File: src/rtl/fetch_stage.sv
// MIPS instruction-fetch stage: PC register, imem addressing and the IF/ID pipeline register.
// Optional build macro DELAY_SLOT_EN keeps the word fetched alongside a jump (branch delay slot).
module fetch_stage #(
   parameter logic [31:0] RESET_PC = 32'h0000_0000,
   parameter int          IMEM_AW  = 8,
   parameter int          CNT_W    = 16
) (
   input  logic               clk,
   input  logic               rst,
   input  logic               stall,
   input  logic               jump_en,
   input  logic [31:0]        jump_target,
   output logic [IMEM_AW-1:0] imem_addr,
   input  logic [31:0]        imem_rdata,
   output logic [31:0]        pc,
   output logic [31:0]        id_ins,
   output logic [31:0]        id_pc_plus4,
   output logic               id_valid,
   output logic [CNT_W-1:0]   fetch_count
);

   logic [31:0]      pc_q, pc_d;
   logic [31:0]      ins_q, ins_d;
   logic [31:0]      pc4_q, pc4_d;
   logic             valid_q, valid_d;
   logic [CNT_W-1:0] cnt_q, cnt_d;
   logic [31:0]      pc_plus4;

   assign pc_plus4 = pc_q + 32'd4;

   always_comb begin
      pc_d    = pc_q;
      ins_d   = ins_q;
      pc4_d   = pc4_q;
      valid_d = valid_q;
      cnt_d   = cnt_q;
      if (jump_en) begin
         // A jump wins over stall; the redirect target is always word aligned.
         pc_d = {jump_target[31:2], 2'b00};
`ifdef DELAY_SLOT_EN
         ins_d   = imem_rdata;
         pc4_d   = pc_plus4;
         valid_d = 1'b1;
         cnt_d   = cnt_q + CNT_W'(1);
`else
         ins_d   = 32'h0000_0000;
         pc4_d   = 32'h0000_0000;
         valid_d = 1'b0;
`endif
      end else if (!stall) begin
         pc_d    = pc_plus4;
         ins_d   = imem_rdata;
         pc4_d   = pc_plus4;
         valid_d = 1'b1;
         cnt_d   = cnt_q + CNT_W'(1);
      end
   end

   always_ff @(posedge clk) begin
      if (rst) begin
         pc_q    <= RESET_PC;
         ins_q   <= 32'h0000_0000;
         pc4_q   <= 32'h0000_0000;
         valid_q <= 1'b0;
         cnt_q   <= '0;
      end else begin
         pc_q    <= pc_d;
         ins_q   <= ins_d;
         pc4_q   <= pc4_d;
         valid_q <= valid_d;
         cnt_q   <= cnt_d;
      end
   end

   // Upper PC bits simply alias onto the smaller instruction memory.
   assign imem_addr   = pc_q[IMEM_AW+1:2];
   assign pc          = pc_q;
   assign id_ins      = ins_q;
   assign id_pc_plus4 = pc4_q;
   assign id_valid    = valid_q;
   assign fetch_count = cnt_q;

endmodule

File: config.mk
export PLATFORM = sky130hd
export DESIGN_NAME = fetch_stage
export DESIGN_NICKNAME = d
export VERILOG_FILES = /design/src/rtl/fetch_stage.sv
export SDC_FILE = /design/constraint.sdc
export NUM_CORES = 1
export LEC_CHECK = 0
export BUFFER_PORTS_ARGS = -buffer_cell sky130_fd_sc_hd__buf_2
export CELL_PAD_IN_SITES_DETAIL_PLACEMENT = 1
export CELL_PAD_IN_SITES_GLOBAL_PLACEMENT = 1
export CORE_AREA = 2 2 152 124
export DETAILED_ROUTE_END_ITERATION = 10
export DIE_AREA = 0 0 154 126
export PLACE_DENSITY = 0.7
export SKIP_LAST_GASP = 1
export SYNTH_ARGS = -nofsm -noshare
export SYNTH_HDL_FRONTEND = slang
export SYNTH_SLANG_ARGS = --single-unit
export TNS_END_PERCENT = 5
File: constraint.sdc
create_clock -name clk -period 2.51 [get_ports clk]
set_clock_uncertainty 0.05 [all_clocks]
set_input_delay 0.3765 -clock clk [delete_from_list [all_inputs] [get_ports clk]]
set_output_delay 0.3765 -clock clk [all_outputs]
set_load 0.005 [all_outputs]
==> impl_metrics.py, run 1 <==
metrics = {
    "routing": {
        "routed_wirelength_um": 17500,
        "vias": 5347,
        "drtIter0Drc": 341,
        "vias_per_cell": 5.19,
        "firstDrtPassIters": 4,
        "ant_nets": 0,
        "drc_errors": 0,
        "wl_per_cell_um": 17.0,
    },
    "clock_network": {
        "cts_resized": 0,
        "cts_inserted_buffers": 9,
        "post_cts_buffers": 0,
        "htreeDepth": 3,
        "clkLatencyLatePin_ns": 0.35,
        "clock_sink_count": 109,
        "holdBufCountCts": 0,
        "cts_root_buffer": "clkbuf_16",
        "clkTransAtPathRegs_ns": 0.08,
        "cts_tree": "yes",
        "cts_buffer_depth": 2,
    },
    "floorplanning": {
        "rows": 44,
        "fp.dieH_um": 126,
        "core_area_mm2": 0.0179,
        "io_pins": 189,
        "dieArea_mm2": 0.0194,
        "fp.dieW_um": 154,
        "start_util": 0.296,
    },
    "global_route": {
        "first_global_vias": 5228,
        "grtUsageMet3": 0.0513,
        "gr-usage-met2": 0.286,
        "grt_pass1_wl_um": 28100,
        "overflow": 0,
        "grt_max_degree": 42,
        "grt.total_usage": 0.180,
        "grt_antenna_before_repair": 0,
        "grt.met1_usage": 0.242,
        "top_usage_layer": "met2",
    },
    "sta": {
        "rsz0062_at_grt": "false",
        "slew_viol_final": 0,
        "timing.final.crit_period_ns": 2.31,
        "tightest_slew_ns": 0.719,
        "fin_setup_tns_ns": 0,
        "hold_viol": 0,
        "slew_headroom": 0.517,
        "max_freq_mhz": 432,
        "holdWs_ns": 0.194,
        "finalSetupViolations": 0,
        "fin_crit_sh": 0.922,
    },
    "yosys": {
        "synth_most_common_cell": "dfxtp_1",
        "synth.cells.most_frequent": "dfxtp_1 (109), nor2_1 (81), clkbuf_1 (37)",
        "netlist.area_leader.share": 0.413,
        "synthTopCellsByArea": "dfxtp_1 (41%), mux2i_1 (6.1%), nor2_1 (5.8%)",
        "synth-seq-cells": 109,
        "synth_area_mm2": 0.00529,
        "yosys.area.top_type": "dfxtp_1",
        "yosys_warnings": 0,
        "async_reset_ff_frac": 0,
        "syn_area_per_cell_um2": 8.43,
        "ys.flop_type": "dfxtp_1",
        "seq_area_frac_synth": 0.413,
        "synthCells": 627,
        "synth_enable_flop_cells": 0,
        "synth_cell_type_count": 49,
    },
    "status": {
        "status": "complete, no violations",
    },
    "setup_path": {
        "path_max_fanout": 9,
        "setup.worst_path.start_class": "register",
        "critPathKind": "register to register",
        "worstPathRequired_ns": 2.72,
        "end_kind": "register",
        "worstPathArrival_ns": 2.52,
    },
    "place": {
        "port_buffers": 182,
        "dpl.hpwl_um": 12700,
        "place_congestion": 0.776,
    },
    "power_and_ir_drop": {
        "ir_worst_vdd_v": 0.000320,
        "pwr_density_cell_mw_per_mm2": 583,
        "p_leak_uw": 0.00285,
    },
    "layout": {
        "synthToLayoutAreaGrowth_pct": 28.8,
        "fin_nets": 866,
        "drive_above_1_share": 0.305,
        "diodes": 0,
        "nFillCells": 2185,
    },
    "hold_path": {
        "min_path_type": "primary input to register",
    },
    "job": {
        "max_cap_viol_count": 0,
    },
}
[layer usage]
layer / wire length, um / share of wire
met3: 1210 / 0.069
met1: 8200 / 0.47
met5: 0 / 0
met4: 218 / 0.012
met2: 7850 / 0.45
[final timing paths]
kind,start,to,slack [ns],cells past startpoint
setup / recovery,pc[23]$_SDFFE_PP0P_,pc[29]$_SDFFE_PP0P_,0.20,4
hold / removal,imem_rdata[28],id_ins[28]$_SDFFE_PP0N_,0.19,3
setup reg to reg,pc[23]$_SDFFE_PP0P_,pc[29]$_SDFFE_PP0P_,0.20,4
hold reg to reg,id_valid$_SDFFE_PP0N_,id_valid$_SDFFE_PP0N_,0.41,1
[layout by cell type, fill, tap and decap left out, types with 13 or more instances in the layout]
cell and instances:
nor2_1 81, mux2i_1 32, o31ai_1 13, o21ai_0 35, a211oi_1 18, nand2_1 34, nand3_1 20, dfxtp_1 109
buf_4 36, xnor2_1 21, a21oi_1 32, or4_1 15, buf_2 182, nand4_1 16, nor4_1 17
[registers in the layout, indices dropped and copies added (netlist names)]
signal / flops
id_ins: 32
id_pc_plus4: 30
pc: 30
fetch_count: 16
id_valid: 1
[metrics by stage]
stage	total power, uW	instances	util	setup slack [ns]	area (um^2)
detailed placement	2390	1015	0.362	0.250	6480
global placement	2390	1015	0.362	0.277	6480
CTS	4030	1031	0.381	0.179	6810
finish	3970	1031	0.381	0.195	6810
floorplan	2170	630	-	0.377	5300
global route	4160	1031	0.381	0.00662	6810
[critical path, cell delays in order (launching register included)]
cell	delay, ns
dfxtp_1	0.47
nand4_2	0.21
or4_1	0.71
or4_1	0.51
a311oi_1	0.27
[layout make-up]
type / instances / area (um^2) / area share
repair buffers: 219 / 1200 / 0.176
flip-flops and latches: 109 / 2180 / 0.320
clock buffers: 9 / 225 / 0.0331
multi-input cells: 448 / 2770 / 0.407
well taps: 230 / 288 / 0.0422
clock inverters: 7 / 108 / 0.0158
inverters: 9 / 33.8 / 0.00496
[where the power goes]
part	switching [uW]	internal [uW]	total, uW	leakage (uW)
Combinational	257	217	474	0.00180
Sequential	76.9	1800	1880	0.000892
Clock	726	894	1620	0.000160
[logic make-up (layout without fill, tap and decap cells)]
kind of cell / Yosys count / in the layout / synth area share
muxes: 32 / 32 / 0.0606
buffers and inverters: 73 / 244 / 0.0648
AOI/OAI and AO/OA: 133 / 133 / 0.160
other: 1 / 4 / 0.000709
and+or+nand+nor: 244 / 244 / 0.242
DFF: 109 / 109 / 0.413
xor gates and xnor gates: 33 / 33 / 0.0547
adders and majority gates: 2 / 2 / 0.00473
Power figures use the tool's default switching activity.
==> run 2, diff against run 1 <==
--- a/config.mk
+++ b/config.mk
@@ -8,10 +8,10 @@
 export BUFFER_PORTS_ARGS = -buffer_cell sky130_fd_sc_hd__buf_2
 export CELL_PAD_IN_SITES_DETAIL_PLACEMENT = 1
 export CELL_PAD_IN_SITES_GLOBAL_PLACEMENT = 1
-export CORE_AREA = 2 2 152 124
+export CORE_AREA = 2 2 139 114
 export DETAILED_ROUTE_END_ITERATION = 10
-export DIE_AREA = 0 0 154 126
-export PLACE_DENSITY = 0.7
+export DIE_AREA = 0 0 141 116
+export PLACE_DENSITY = 0.81
 export SKIP_LAST_GASP = 1
 export SYNTH_ARGS = -nofsm -noshare
 export SYNTH_HDL_FRONTEND = slang
==> run 2 against run 1 <==
Sequential share of layout area is 0.41 points higher; fmax is 2.0% higher; sequential power hardly changed; first-iteration DRC count is 2.1% lower; non-clock buffer count is 4 higher; critical path type unchanged; highest routed layer is now met5.
==> impl_metrics.py, run 2 (synthesized netlist as in run 1, its figures left out) <==
metrics = {
    "routing": {
        "firstDrtPassIters": 5,
        "wl_per_cell_um": 17.9,
        "routed_wirelength_um": 17700,
        "drtIter0Drc": 334,
        "ant_nets": 0,
        "vias": 5368,
        "vias_per_cell": 5.41,
        "drc_errors": 0,
    },
    "setup_path": {
        "path_max_fanout": 11,
        "end_kind": "register",
        "critPathKind": "register to register",
        "worstPathRequired_ns": 2.73,
        "setup.worst_path.start_class": "register",
        "worstPathArrival_ns": 2.48,
    },
    "floorplanning": {
        "dieArea_mm2": 0.0164,
        "core_area_mm2": 0.0149,
        "fp.dieW_um": 141,
        "fp.dieH_um": 116,
        "rows": 40,
        "start_util": 0.356,
        "io_pins": 189,
    },
    "sta": {
        "finalSetupViolations": 0,
        "slew_headroom": 0.534,
        "timing.final.crit_period_ns": 2.27,
        "fin_setup_tns_ns": 0,
        "rsz0062_at_grt": "false",
        "slew_viol_final": 0,
        "tightest_slew_ns": 0.693,
        "max_freq_mhz": 441,
        "hold_viol": 0,
        "fin_crit_sh": 0.904,
    },
    "layout": {
        "final_common_cell": "buf_2",
        "fin_nets": 870,
        "fin_cells": 992,
        "synthToLayoutAreaGrowth_pct": 27.2,
        "postLayoutCellArea_mm2": 0.00673,
        "drive_above_1_share": 0.304,
        "largest_reg_flops": 32,
        "layout_common_cells": "buf_2 (182), dfxtp_1 (109), nor2_1 (81)",
        "diodes": 0,
        "fin_util": 0.453,
    },
    "clock_network": {
        "cts_buffer_depth": 2,
        "clock_sink_count": 109,
        "htreeDepth": 3,
        "clkLatencyLatePin_ns": 0.35,
        "cts_resized": 0,
        "cts_inserted_buffers": 9,
        "cts_tree": "yes",
        "cts_root_buffer": "clkbuf_16",
        "clkTransAtPathRegs_ns": 0.07,
        "holdBufCountCts": 0,
    },
    "global_route": {
        "grt_pass1_wl_um": 28000,
        "first_global_vias": 5326,
        "grt_max_degree": 50,
        "overflow": 0,
        "grt.total_usage": 0.214,
        "grt_antenna_before_repair": 1,
    },
    "place": {
        "place_congestion": 0.819,
        "dpl.hpwl_um": 12700,
        "dpl_cell_area_mm2": 0.00643,
        "place_inst": 976,
        "port_buffers": 182,
    },
    "power_and_ir_drop": {
        "pwr_density_cell_mw_per_mm2": 562,
        "p_leak_uw": 0.00285,
        "ir_worst_vdd_v": 0.000342,
    },
    "status": {
        "status": "complete, no violations",
    },
    "hold_path": {
        "min_path_type": "primary input to register",
    },
    "job": {
        "max_cap_viol_count": 0,
    },
}
-- run 2: cell types whose count changed in the layout (fill, tap and decap cells not counted), sizes merged --
cell,before,now
buf,219,223
bufinv,2,1
clkbuf,9,12
clkinv,3,2
clkinvlp,1,0
inv,10,8
-- run 2: repair_timing --
action | 4_1_cts | 5_1_grt
buffers inserted | 0 | 2
hold endpoints to repair | 0 | 0
setup endpoints to repair | 0 | 1
-- run 2: stage by stage --
step,total power (uW),hold WS (ns),setup WS (ns)
6_report,3780,0.206,0.242
5_1_grt,3950,0.212,0.101
4_1_cts,3820,0.196,0.214
3_5_place_dp,2390,0.402,0.245
3_3_place_gp,2380,0.396,0.274
2_1_floorplan,2170,0.407,0.377
-- run 2: final timing paths --
check / start / end / slack (ns) / depth (start not counted)
worst min register to register: id_valid$_SDFFE_PP0N_ / id_valid$_SDFFE_PP0N_ / 0.41 / 1
worst min-delay path: imem_rdata[26] / id_ins[26]$_SDFFE_PP0N_ / 0.21 / 3
worst max register to register: pc[4]$_SDFFE_PP0P_ / pc[23]$_SDFFE_PP0P_ / 0.24 / 4
worst max-delay path: pc[4]$_SDFFE_PP0P_ / pc[23]$_SDFFE_PP0P_ / 0.24 / 4
-- run 2: layout make-up --
type | instances | area (um^2)
sequential | 109 | 2180
tap | 189 | 236
multi-input combinational | 448 | 2770
clock inverter | 2 | 35.0
fill | 1821 | 8140
timing repair buffer | 223 | 1220
inverter | 9 | 33.8
clock buffer | 12 | 246
-- run 2: where the power goes --
group          switching [uW]  leakage, uW  internal, uW  total, uW
clock network             637     0.000139           791       1430
logic                     264      0.00182           219        483
registers                72.3     0.000892          1800       1870
-- run 2: critical path, cell delays in order (launching register included) --
cell and delay [ns]:
dfxtp_1 0.53, nand3_2 0.21, or2_2 0.46, or4_2 0.66, a311oi_1 0.27
-- run 2: layer usage --
| metal | up-vias | track usage | share of wire |
|---|---|---|---|
| li1 | 2603 | - | - |
| met1 | 2588 | 0.277 | 0.45 |
| met2 | 154 | 0.352 | 0.47 |
| met3 | 21 | 0.0612 | 0.063 |
| met4 | 2 | 0.0593 | 0.014 |
| met5 | - | 0 | 0.00062 |
